===== src/rtl/alu_cmd_sequencer.sv =====
// Command front-end for a combinational ALU: registers operands, waits a settle time,
// then captures the result (with divide-by-zero override) into a fall-through response FIFO.
module alu_cmd_sequencer #(
   parameter int unsigned N      = 4,
   parameter int unsigned SETTLE = 1,
   parameter int unsigned DEPTH  = 4
) (
   input  logic             clk,
   input  logic             rst_n,
   input  logic             cmd_valid,
   output logic             cmd_ready,
   input  logic [3:0]       cmd_op,
   input  logic [N-1:0]     cmd_a,
   input  logic [N-1:0]     cmd_b,
   output logic [N-1:0]     alu_operand1,
   output logic [N-1:0]     alu_operand2,
   output logic [N-1:0]     alu_operation,
   input  logic [2*N-1:0]   alu_result,
   output logic             rsp_valid,
   input  logic             rsp_ready,
   output logic [2*N-1:0]   rsp_data,
   output logic [3:0]       rsp_op,
   output logic             rsp_dz,
   output logic             busy,
   output logic [15:0]      op_count
);

   localparam int unsigned AW = (DEPTH > 1) ? $clog2(DEPTH) : 1;
   localparam int unsigned CW = AW + 1;
   localparam logic [3:0]  OpDiv = 4'b0011;

   typedef enum logic [0:0] {StIdle, StWait} state_e;

   state_e          state_q, state_d;
   logic [3:0]      cnt_q, cnt_d;
   logic [N-1:0]    opa_q, opa_d, opb_q, opb_d;
   logic [3:0]      op_q, op_d;
   logic [15:0]     op_count_q, op_count_d;
   logic [AW-1:0]   wr_ptr_q, wr_ptr_d, rd_ptr_q, rd_ptr_d;
   logic [CW-1:0]   count_q, count_d;
   logic [2*N-1:0]  data_mem_q [DEPTH];
   logic [2*N-1:0]  data_mem_d [DEPTH];
   logic [3:0]      op_mem_q [DEPTH];
   logic [3:0]      op_mem_d [DEPTH];
   logic            dz_mem_q [DEPTH];
   logic            dz_mem_d [DEPTH];

   logic            accept, push, pop, dz;
   logic [2*N-1:0]  push_data;

   assign cmd_ready = rst_n && (state_q == StIdle) && (count_q < CW'(DEPTH));
   assign accept    = cmd_valid && cmd_ready;
   assign push      = (state_q == StWait) && (cnt_q == 4'd0);
   assign pop       = rsp_ready && (count_q != '0);
   assign dz        = (op_q == OpDiv) && (opb_q == '0);
   assign push_data = dz ? {(2*N){1'b1}} : alu_result;

   always_comb begin
      state_d    = state_q;
      cnt_d      = cnt_q;
      opa_d      = opa_q;
      opb_d      = opb_q;
      op_d       = op_q;
      op_count_d = op_count_q;
      wr_ptr_d   = wr_ptr_q;
      rd_ptr_d   = rd_ptr_q;
      count_d    = count_q;
      data_mem_d = data_mem_q;
      op_mem_d   = op_mem_q;
      dz_mem_d   = dz_mem_q;

      unique case (state_q)
         StIdle: begin
            if (accept) begin
               opa_d   = cmd_a;
               opb_d   = cmd_b;
               op_d    = cmd_op;
               cnt_d   = 4'(SETTLE - 1);
               state_d = StWait;
            end
         end
         StWait: begin
            if (cnt_q == 4'd0) begin
               op_count_d = op_count_q + 16'd1;
               state_d    = StIdle;
            end else begin
               cnt_d = cnt_q - 4'd1;
            end
         end
         default: state_d = StIdle;
      endcase

      // Accept is gated on free space, so a push always has a slot.
      if (push) begin
         data_mem_d[wr_ptr_q] = push_data;
         op_mem_d[wr_ptr_q]   = op_q;
         dz_mem_d[wr_ptr_q]   = dz;
         wr_ptr_d             = AW'(wr_ptr_q + 1'b1);
      end
      if (pop) rd_ptr_d = AW'(rd_ptr_q + 1'b1);
      if (push && !pop)      count_d = count_q + 1'b1;
      else if (pop && !push) count_d = count_q - 1'b1;
   end

   always_ff @(posedge clk or negedge rst_n) begin
      if (!rst_n) begin
         state_q    <= StIdle;
         cnt_q      <= '0;
         opa_q      <= '0;
         opb_q      <= '0;
         op_q       <= '0;
         op_count_q <= '0;
         wr_ptr_q   <= '0;
         rd_ptr_q   <= '0;
         count_q    <= '0;
         for (int i = 0; i < int'(DEPTH); i++) begin
            data_mem_q[i] <= '0;
            op_mem_q[i]   <= '0;
            dz_mem_q[i]   <= 1'b0;
         end
      end else begin
         state_q    <= state_d;
         cnt_q      <= cnt_d;
         opa_q      <= opa_d;
         opb_q      <= opb_d;
         op_q       <= op_d;
         op_count_q <= op_count_d;
         wr_ptr_q   <= wr_ptr_d;
         rd_ptr_q   <= rd_ptr_d;
         count_q    <= count_d;
         data_mem_q <= data_mem_d;
         op_mem_q   <= op_mem_d;
         dz_mem_q   <= dz_mem_d;
      end
   end

   assign alu_operand1  = opa_q;
   assign alu_operand2  = opb_q;
   assign alu_operation = N'(op_q);
   assign busy          = (state_q == StWait);
   assign op_count      = op_count_q;
   assign rsp_valid     = (count_q != '0);
   // Head fields read as zero while empty so the reset/empty view is deterministic.
   assign rsp_data      = rsp_valid ? data_mem_q[rd_ptr_q] : '0;
   assign rsp_op        = rsp_valid ? op_mem_q[rd_ptr_q] : '0;
   assign rsp_dz        = rsp_valid ? dz_mem_q[rd_ptr_q] : 1'b0;

endmodule


===== config.mk =====
export PLATFORM = sky130hd
export DESIGN_NAME = alu_cmd_sequencer
export DESIGN_NICKNAME = d
export VERILOG_FILES = /design/src/rtl/alu_cmd_sequencer.sv
export SDC_FILE = /design/constraint.sdc
export NUM_CORES = 1
export LEC_CHECK = 0
export ABC_AREA = 1
export BUFFER_PORTS_ARGS = -buffer_cell sky130_fd_sc_hd__buf_4
export CELL_PAD_IN_SITES_DETAIL_PLACEMENT = 1
export CELL_PAD_IN_SITES_GLOBAL_PLACEMENT = 1
export CORE_AREA = 2 2 110 134
export DETAILED_ROUTE_END_ITERATION = 12
export DIE_AREA = 0 0 112 136
export GPL_TIMING_DRIVEN = 1
export HOLD_SLACK_MARGIN = 0.03
export PLACE_DENSITY_LB_ADDON = 0.1
export SLEW_MARGIN = 20
export SYNTH_ARGS = -nofsm -noshare
export SYNTH_HDL_FRONTEND = slang
export SYNTH_SLANG_ARGS = --single-unit

===== constraint.sdc =====
create_clock -name clk -period 2.4 [get_ports clk]
set_input_delay 0.36 -clock clk [delete_from_list [all_inputs] [get_ports clk]]
set_output_delay 0.36 -clock clk [all_outputs]
set_load 0.05 [all_outputs]

==> impl_results.rst, run 1 <==
.. list-table::
   :header-rows: 1

   * - Metric
     - Value
   * - Placeable core area
     - ~0.014 mm2
   * - Rows
     - 48
   * - Run status
     - finished, final reports clean
   * - Iteration count of the initial detailed-routing pass
     - 4
   * - Slew of the pin with the lowest slew margin
     - 0.5894 ns
   * - Commonest register cell after synthesis
     - sky130_fd_sc_hd__dfrtp_1
   * - Cell Chain, Critical Path
     - inv_1, a21oi_1, o21ai_0, a21oi_1, buf_4
   * - Crit Path Class
     - reg2out
   * - Post-synth top area cell
     - sky130_fd_sc_hd__dfrtp_1
   * - Number of flip-flops and latches in the synthesized netlist
     - 92
   * - Required time at the endpoint of the critical path
     - between 2 and 2.5 ns
   * - Average wire per cell in the routed design
     - roughly 15 um
   * - Share of async-settable or async-resettable flops after synthesis
     - 100.0%
   * - Clk_lat worst skew
     - ~0.35 ns
   * - Post-synthesis to final-layout area growth
     - 23.26%
   * - Highest clock rate
     - between 400 and 500 MHz
   * - HPWL after DPL
     - a little under 8 mm
   * - Library cells used by synthesis
     - 29
   * - Cell at the root of the clock tree
     - sky130_fd_sc_hd__clkbuf_16
   * - Clock tree from TritonCTS
     - yes
   * - Vertical extent of the die
     - between 100 and 150 um
   * - Shortest clock period the worst path allows after layout
     - 2.184 ns
   * - Syn_nets
     - 569
   * - Number of buffers inserted for hold repair after clock tree synthesis
     - 0
   * - Overall fraction of global-route tracks in use
     - 16.54%
   * - Final estimated routing congestion in global placement
     - roughly 0.77
   * - CP dominant cell by count
     - sky130_fd_sc_hd__a21oi_1
   * - Maximum fanout count along the critical path
     - 13
   * - Number of diodes
     - 0
   * - Clk sink count
     - a little over 90
   * - Most common library cells after synthesis
     - sky130_fd_sc_hd__nand2_1, sky130_fd_sc_hd__dfrtp_1, sky130_fd_sc_hd__o21ai_0, sky130_fd_sc_hd__inv_1, sky130_fd_sc_hd__nor2_1
   * - Final WS setup
     - between 0.2 and 0.25 ns
   * - Initial Util
     - between 30 and 40%
   * - Final Max Slew Viols
     - 0
   * - Clock transition time at the flip-flop clock pins of the worst setup and hold paths
     - about 0.07 ns
   * - Most common cell in the netlist
     - sky130_fd_sc_hd__nand2_1
   * - Die width
     - between 100 and 150 um
   * - Number of design rule violations left after detail routing
     - 0
   * - DRT antenna net count
     - 0
   * - Number of gates resized after CTS
     - 0
   * - Mapped Avg Cell Area
     - slightly above 8 um2
   * - Residual overflow from global routing
     - 0
   * - Total CTS buffers
     - 9
   * - Worst min-delay path category
     - in2async
   * - Arrival time of the worst setup path
     - between 1.5 and 2 ns
   * - # H-tree levels
     - 3
   * - Final Net Count
     - approximately 640
   * - Count of endpoints failing hold in the final timing report
     - 0
   * - Final Instance Area
     - ~0.0054 mm2
   * - Share of cells above drive strength 1
     - between 10% and 20%
   * - Max-cap violation count
     - 0
   * - Global-route wire length before repair
     - a little under 20 mm
   * - Count of input and output buffers
     - 67
   * - Critical path startpoint category
     - flop
   * - Number of antenna violations at the first check in global routing
     - 0
   * - Routed via count
     - approximately 3700
   * - Post-CTS setup buffers
     - 0
   * - Instance area at placement
     - slightly above 0.005 mm2
   * - Fin crit share
     - 91.00%
   * - Critical path capture point type
     - output port
   * - Bufs and invs on worst path
     - 2
   * - Crit-path leading delay family
     - compound AO/OA/AOI/OAI gates
   * - Biggest area contributors in the synthesized netlist
     - sky130_fd_sc_hd__dfrtp_1, sky130_fd_sc_hd__nand2_1, sky130_fd_sc_hd__o21ai_0, sky130_fd_sc_hd__inv_1, sky130_fd_sc_hd__a21oi_1
   * - Slowest stage cell, crit path
     - sky130_fd_sc_hd__dfrtp_1
   * - Setup violations, final
     - 0
   * - Vias per cell
     - 4.707
   * - Total power density per cell area
     - between 1000 and 1500 mW/mm2
   * - Ports placed on the boundary
     - 68
   * - Setup Total Neg Slack
     - 0 ns
   * - Warnings from Yosys
     - 0
   * - Sequential-to-total area share from yosys stat
     - between 50% and 60%
   * - Leak
     - roughly 2.7 nW
   * - DRC violation total after the first TritonRoute iteration
     - 168
   * - Post-Synthesis Cells
     - approximately 540
   * - Final hold slack
     - roughly 0.1 ns
   * - Final core area utilization
     - a little under two fifths
   * - Pin count of the biggest net entering global routing
     - between 90 and 100
   * - Pre-CTS setup slack
     - 0.4651 ns
   * - Number of global-route vias before repair
     - just under 4000
   * - Delay contributed by the slowest stage of the critical path
     - about 0.36 ns
   * - Unrepaired setup endpoints after global routing
     - no
   * - Clock tree buffer depth
     - 2
   * - Cell Area, Synth
     - around 0.0044 mm2
   * - Worst Clk Skew
     - between 0.007 and 0.008 ns
   * - Total die area
     - ~0.015 mm2
   * - Total length of routed wires
     - 11.85 mm
   * - Maximum vdd ir drop
     - roughly 0.0010 V
   * - Relative slew margins
     - around 61%
   * - Post-synth EDFFs
     - 0
   * - Top cell type's share of synthesized area
     - a little over half
## per-layer routing
metal | routed length [um] | global-route usage (%) | vias to the layer above
met3 | 347 | 3.299 | 15
met4 | 219 | 6.369 | 0
met5 | 0 | 0 | -
met1 | 5418 | 20.41 | 1812
li1 | - | - | 1819
met2 | 5868 | 28.65 | 49
## sequential cells by signal, summed over array words and instances (netlist names)
signal / count
dz_mem_q: 4
cnt_q: 4
wr_ptr_q: 2
op_mem_q: 16
rd_ptr_q: 2
busy: 1
alu_operand2: 4
op_count: 16
alu_operand1: 4
data_mem_q: 32
count_q: 3
alu_operation: 4
## through the flow
step           power [mW]  cells
2_1_floorplan       5.296    537
5_1_grt             8.565    785
3_5_place_dp        6.529    769
3_3_place_gp        6.415    769
4_1_cts             8.147    785
6_report            8.006    785
## placed cells by master (no fill, tap or decap), types with 5 or more instances in the layout
| cell type | Yosys | routed |
|---|---|---|
| sky130_fd_sc_hd__o21ai_0 | 67 | 67 |
| sky130_fd_sc_hd__nand3_1 | 12 | 12 |
| sky130_fd_sc_hd__a21oi_1 | 32 | 32 |
| sky130_fd_sc_hd__nand4_1 | 5 | 5 |
| sky130_fd_sc_hd__xor2_1 | 8 | 8 |
| sky130_fd_sc_hd__xnor2_1 | 5 | 5 |
| sky130_fd_sc_hd__inv_1 | 52 | 52 |
| sky130_fd_sc_hd__buf_4 | 3 | 75 |
| sky130_fd_sc_hd__inv_2 | 7 | 7 |
| sky130_fd_sc_hd__nor2_1 | 42 | 42 |
| sky130_fd_sc_hd__clkbuf_16 | 0 | 9 |
| sky130_fd_sc_hd__dfrtp_1 | 92 | 92 |
| sky130_fd_sc_hd__ha_1 | 7 | 7 |
| sky130_fd_sc_hd__nand2_1 | 173 | 173 |
## layout make-up
type	instances	area, um2
fillers	1738	8663
flip-flops and latches	92	2302
multi-input cells	367	1738
clock buffers	10	239.0
inverters	59	221.5
clock inverters	6	87.58
well taps	175	219.0
repair buffers	76	583.1
## power breakdown
part | internal, mW | switching [mW] | total [mW]
clock | 0.941 | 0.622 | 1.56
sequential | 2.17 | 0.364 | 2.54
combinational | 1.17 | 2.73 | 3.90
total | 4.29 | 3.72 | 8.01
## logic make-up after synthesis
group / count (synthesis) / synth area share, %
DFF: 92 / 52.65
AOI/OAI and AO/OA: 103 / 11.96
buffers and inverters: 78 / 7.611
muxes: 1 / 0.2575
and+or+nand+nor: 242 / 22.46
adders and majority gates: 8 / 2.461
xor gates and xnor gates: 13 / 2.604
## final timing paths
path | from | to | slack [ns] | cells past startpoint
max in group asynchronous | rst_n | op_mem_q[0]$_DFFE_PN0P_ | 1.91 | 2
min in group clk | cmd_b[0] | alu_operand2[0]$_DFFE_PN0P_ | 0.20 | 3
min reg2reg | data_mem_q[0]$_DFFE_PN0P_ | data_mem_q[0]$_DFFE_PN0P_ | 0.48 | 2
max reg2reg | cnt_q[0]$_DFFE_PN0P_ | count_q[2]$_DFFE_PN0P_ | 0.45 | 10
min | rst_n | data_mem_q[2]$_DFFE_PN0P_ | 0.10 | 2
max | rd_ptr_q[1]$_DFFE_PN0P_ | rsp_data[0] | 0.22 | 5
(Power assumes the default switching activity.)
==> run 2, diff against run 1 <==
==> constraint.sdc (replaced) <==
create_clock -name clk -period 2.4 [get_ports clk]
set_input_delay 0.72 -clock clk [delete_from_list [all_inputs] [get_ports clk]]
set_output_delay 0.72 -clock clk [all_outputs]
set_load 0.05 [all_outputs]
==> run 2 against run 1 <==
Net effect: critical path type unchanged; largest cell class unchanged; global-route usage rose by 0.14 points; core utilization rose by 0.28 points; clock power fell by 12%; maximum frequency fell by 7.3%; combinational power rose by 4%; first-iteration DRC count fell by 46%; via count rose by 0.95%.
==> impl_results.rst, run 2 (synthesized netlist as in run 1, its figures left out) <==
.. list-table::
   :header-rows: 1

   * - Metric
     - Value
   * - Crit Path Class
     - reg2out
   * - Slowest stage cell, crit path
     - sky130_fd_sc_hd__dfrtp_2
   * - Clock tree buffer depth
     - 2 (unchanged)
   * - Maximum vdd ir drop
     - 0.0009849 V (-1.7%)
   * - Count of endpoints failing hold in the final timing report
     - 0 (unchanged)
   * - Clock transition time at the flip-flop clock pins of the worst setup and hold paths
     - 0.07 ns (about the same)
   * - Ports placed on the boundary
     - 68 (unchanged)
   * - Share of cells above drive strength 1
     - 19.28% (+1.4 points)
   * - Timing startpoint of the critical path
     - rd_ptr_q[0]$_DFFE_PN0P_
   * - Average wire per cell in the routed design
     - 15.12 um (+0.17%)
   * - Run status
     - finished, final reports clean
   * - Highest clock rate
     - 424.6 MHz (-7.3%)
   * - Non-filler instance count after layout
     - 787 (+0.25%)
   * - Clock tree from TritonCTS
     - yes
   * - Top register by number of flip-flops
     - data_mem_q
   * - Post-synthesis to final-layout area growth
     - 24.18%
   * - Setup Total Neg Slack
     - 0 ns (unchanged)
   * - CP dominant cell by count
     - sky130_fd_sc_hd__nor2_1
   * - Initial Util
     - 31.12% (unchanged)
   * - Arrival time of the worst setup path
     - 1.64 ns (-0.18 ns)
   * - Setup violations, final
     - 0 (unchanged)
   * - Total power density per cell area
     - 1474 mW/mm2 (-0.74%)
   * - Final estimated routing congestion in global placement
     - 0.7264 (-5.1%)
   * - Iteration count of the initial detailed-routing pass
     - 4 (unchanged)
   * - Max-cap violation count
     - 0 (unchanged)
   * - Rows
     - 48 (unchanged)
   * - Final core area utilization
     - 38.64% (+0.28 points)
   * - HPWL after DPL
     - 8.171 mm (+3.3%)
   * - Shortest clock period the worst path allows after layout
     - 2.355 ns (+0.1710 ns)
   * - Worst min-delay path category
     - in2async
   * - Number of design rule violations left after detail routing
     - 0 (unchanged)
   * - R2R Path Start
     - cnt_q[0]$_DFFE_PN0P_
   * - Cell at the root of the clock tree
     - sky130_fd_sc_hd__clkbuf_16
   * - Placeable core area
     - 0.01405 mm2 (unchanged)
   * - Vias per cell
     - 4.740 (+0.69%)
   * - Leak
     - 2.720 nW (-0.24%)
   * - Number of antenna violations at the first check in global routing
     - 0 (unchanged)
   * - Critical path capture point type
     - output port
   * - Die width
     - 112 um (unchanged)
   * - Delay contributed by the slowest stage of the critical path
     - 0.44 ns (+0.08 ns)
   * - # H-tree levels
     - 3 (unchanged)
   * - Vertical extent of the die
     - 136 um (unchanged)
   * - Number of instances in the placed design
     - 771 (+0.26%)
   * - Total length of routed wires
     - 11.90 mm (+0.42%)
   * - Global-route wire length before repair
     - 20.17 mm (+2.6%)
   * - Overall fraction of global-route tracks in use
     - 16.69% (+0.14 points)
   * - Total die area
     - 0.01523 mm2 (unchanged)
   * - Clk sink count
     - 92 (unchanged)
   * - Total CTS buffers
     - 9 (unchanged)
   * - Routed via count
     - 3730 (+0.95%)
   * - Clk_lat worst skew
     - 0.35 ns (about the same)
   * - Fin crit share
     - 98.13% (+7.1 points)
   * - R2r setup slk
     - 0.46 ns (about the same)
   * - Worst Clk Skew
     - 0.008159 ns (+0.0009433 ns)
   * - Logic depth of the worst register-to-register path
     - 10 (unchanged)
   * - Final Max Slew Viols
     - 0 (unchanged)
   * - Final Net Count
     - 639 (+0.31%)
   * - DRT antenna net count
     - 0 (unchanged)
   * - Required time at the endpoint of the critical path
     - 1.68 ns (-0.36 ns)
   * - Relative slew margins
     - 57.50% (-3.2 points)
   * - Commonest cells after routing, fill and taps aside
     - sky130_fd_sc_hd__nand2_1, sky130_fd_sc_hd__dfrtp_1, sky130_fd_sc_hd__buf_4
   * - DRC violation total after the first TritonRoute iteration
     - 91 (-46%)
   * - Number of global-route vias before repair
     - 4045 (+3.1%)
   * - Capturing instance or port of the critical path
     - rsp_dz
   * - Slew of the pin with the lowest slew margin
     - 0.6358 ns (+0.04640 ns)
   * - Pin count of the biggest net entering global routing
     - 93 (unchanged)
   * - Critical path startpoint category
     - flop
   * - Reg-to-Reg End
     - count_q[2]$_DFFE_PN0P_
   * - Residual overflow from global routing
     - 0 (unchanged)
   * - Unrepaired setup endpoints after global routing
     - yes
   * - Maximum fanout count along the critical path
     - 27 (+14)
   * - Cell Chain, Critical Path
     - buf_12, nor2_1, nor2_1, o21ai_0, a21oi_1, buf_4
   * - Count of input and output buffers
     - 67 (unchanged)
   * - Most frequent standard cell in the layout excluding fill and tap cells
     - sky130_fd_sc_hd__nand2_1
   * - Number of diodes
     - 0 (unchanged)
   * - Number of flip-flops in the largest register
     - 32 (unchanged)
-- run 2: changes by cell type in the layout (fill, tap and decap cells not counted), sizes merged --
cell,before,now
bufinv,2,0
clkinvlp,0,3
clkinv,4,2
clkbuf,10,11
buf,76,78
-- run 2: worst min-delay path by stage --
stage	from	end	depth (start not counted)
6_report	rst_n	data_mem_q[11]$_DFFE_PN0P_	2
5_1_grt	op_mem_q[9]$_DFFE_PN0P_	op_mem_q[9]$_DFFE_PN0P_	2
4_1_cts	data_mem_q[5]$_DFFE_PN0P_	data_mem_q[5]$_DFFE_PN0P_	2
3_5_place_dp	data_mem_q[5]$_DFFE_PN0P_	data_mem_q[5]$_DFFE_PN0P_	2
3_3_place_gp	data_mem_q[26]$_DFFE_PN0P_	data_mem_q[26]$_DFFE_PN0P_	2
2_1_floorplan	rst_n	alu_operand1[0]$_DFFE_PN0P_	0
-- run 2: report_power, final --
group          leakage [nW]  switching [mW]  internal [mW]
sequential             1.13           0.379           2.18
clock                 0.134           0.621          0.759
combinational          1.45            2.78           1.29
total                  2.72            3.78           4.22
-- run 2: final cells by class --
| class | count | area, um2 |
|---|---|---|
| fillers | 1741 | 8623 |
| flip-flops and latches | 92 | 2303 |
| multi-input cells | 367 | 1760 |
| repair buffers | 78 | 629.4 |
| clock buffers | 11 | 252.7 |
| inverters | 59 | 229.0 |
| well taps | 175 | 219.0 |
| clock inverters | 5 | 36.28 |
-- run 2: per-layer routing --
layer	routed length [um]	vias to the layer above	track usage, %
li1	-	1822	-
met5	0	-	0
met3	300	16	2.095
met2	6118	49	30.88
met1	5273	1843	19.83
met4	210	0	6.165
-- run 2: metrics by stage --
stage	cell area (um2)	power, mW	hold WS, ns	setup WS [ns]
after floorplan	4373	5.296	0.4244	-0.2992
after global placement	5079	6.450	0.4561	0.3409
after detailed placement	5079	6.567	0.4613	0.2987
after CTS	5398	8.052	0.4788	0.02135
after global routing	5430	8.597	0.5039	-0.03696
final	5430	8.005	0.4424	0.04490
-- run 2: what timing repair did --
item | in CTS | in global routing
setup buffers | 0 | 0
resized for setup | 9 | 18
endpoints found under the setup margin | 11 | 13
pin swaps | 1 | 6
hold buffers | 0 | 0
-- run 2: worst max-delay path: cells and delay by family, from the launching register on --
| family | cells | cell delay (ns) |
|---|---|---|
| simple gates | 2 | 0.14 |
| buf+inv | 2 | 0.43 |
| compound gates | 2 | 0.26 |
| flops | 1 | 0.44 |
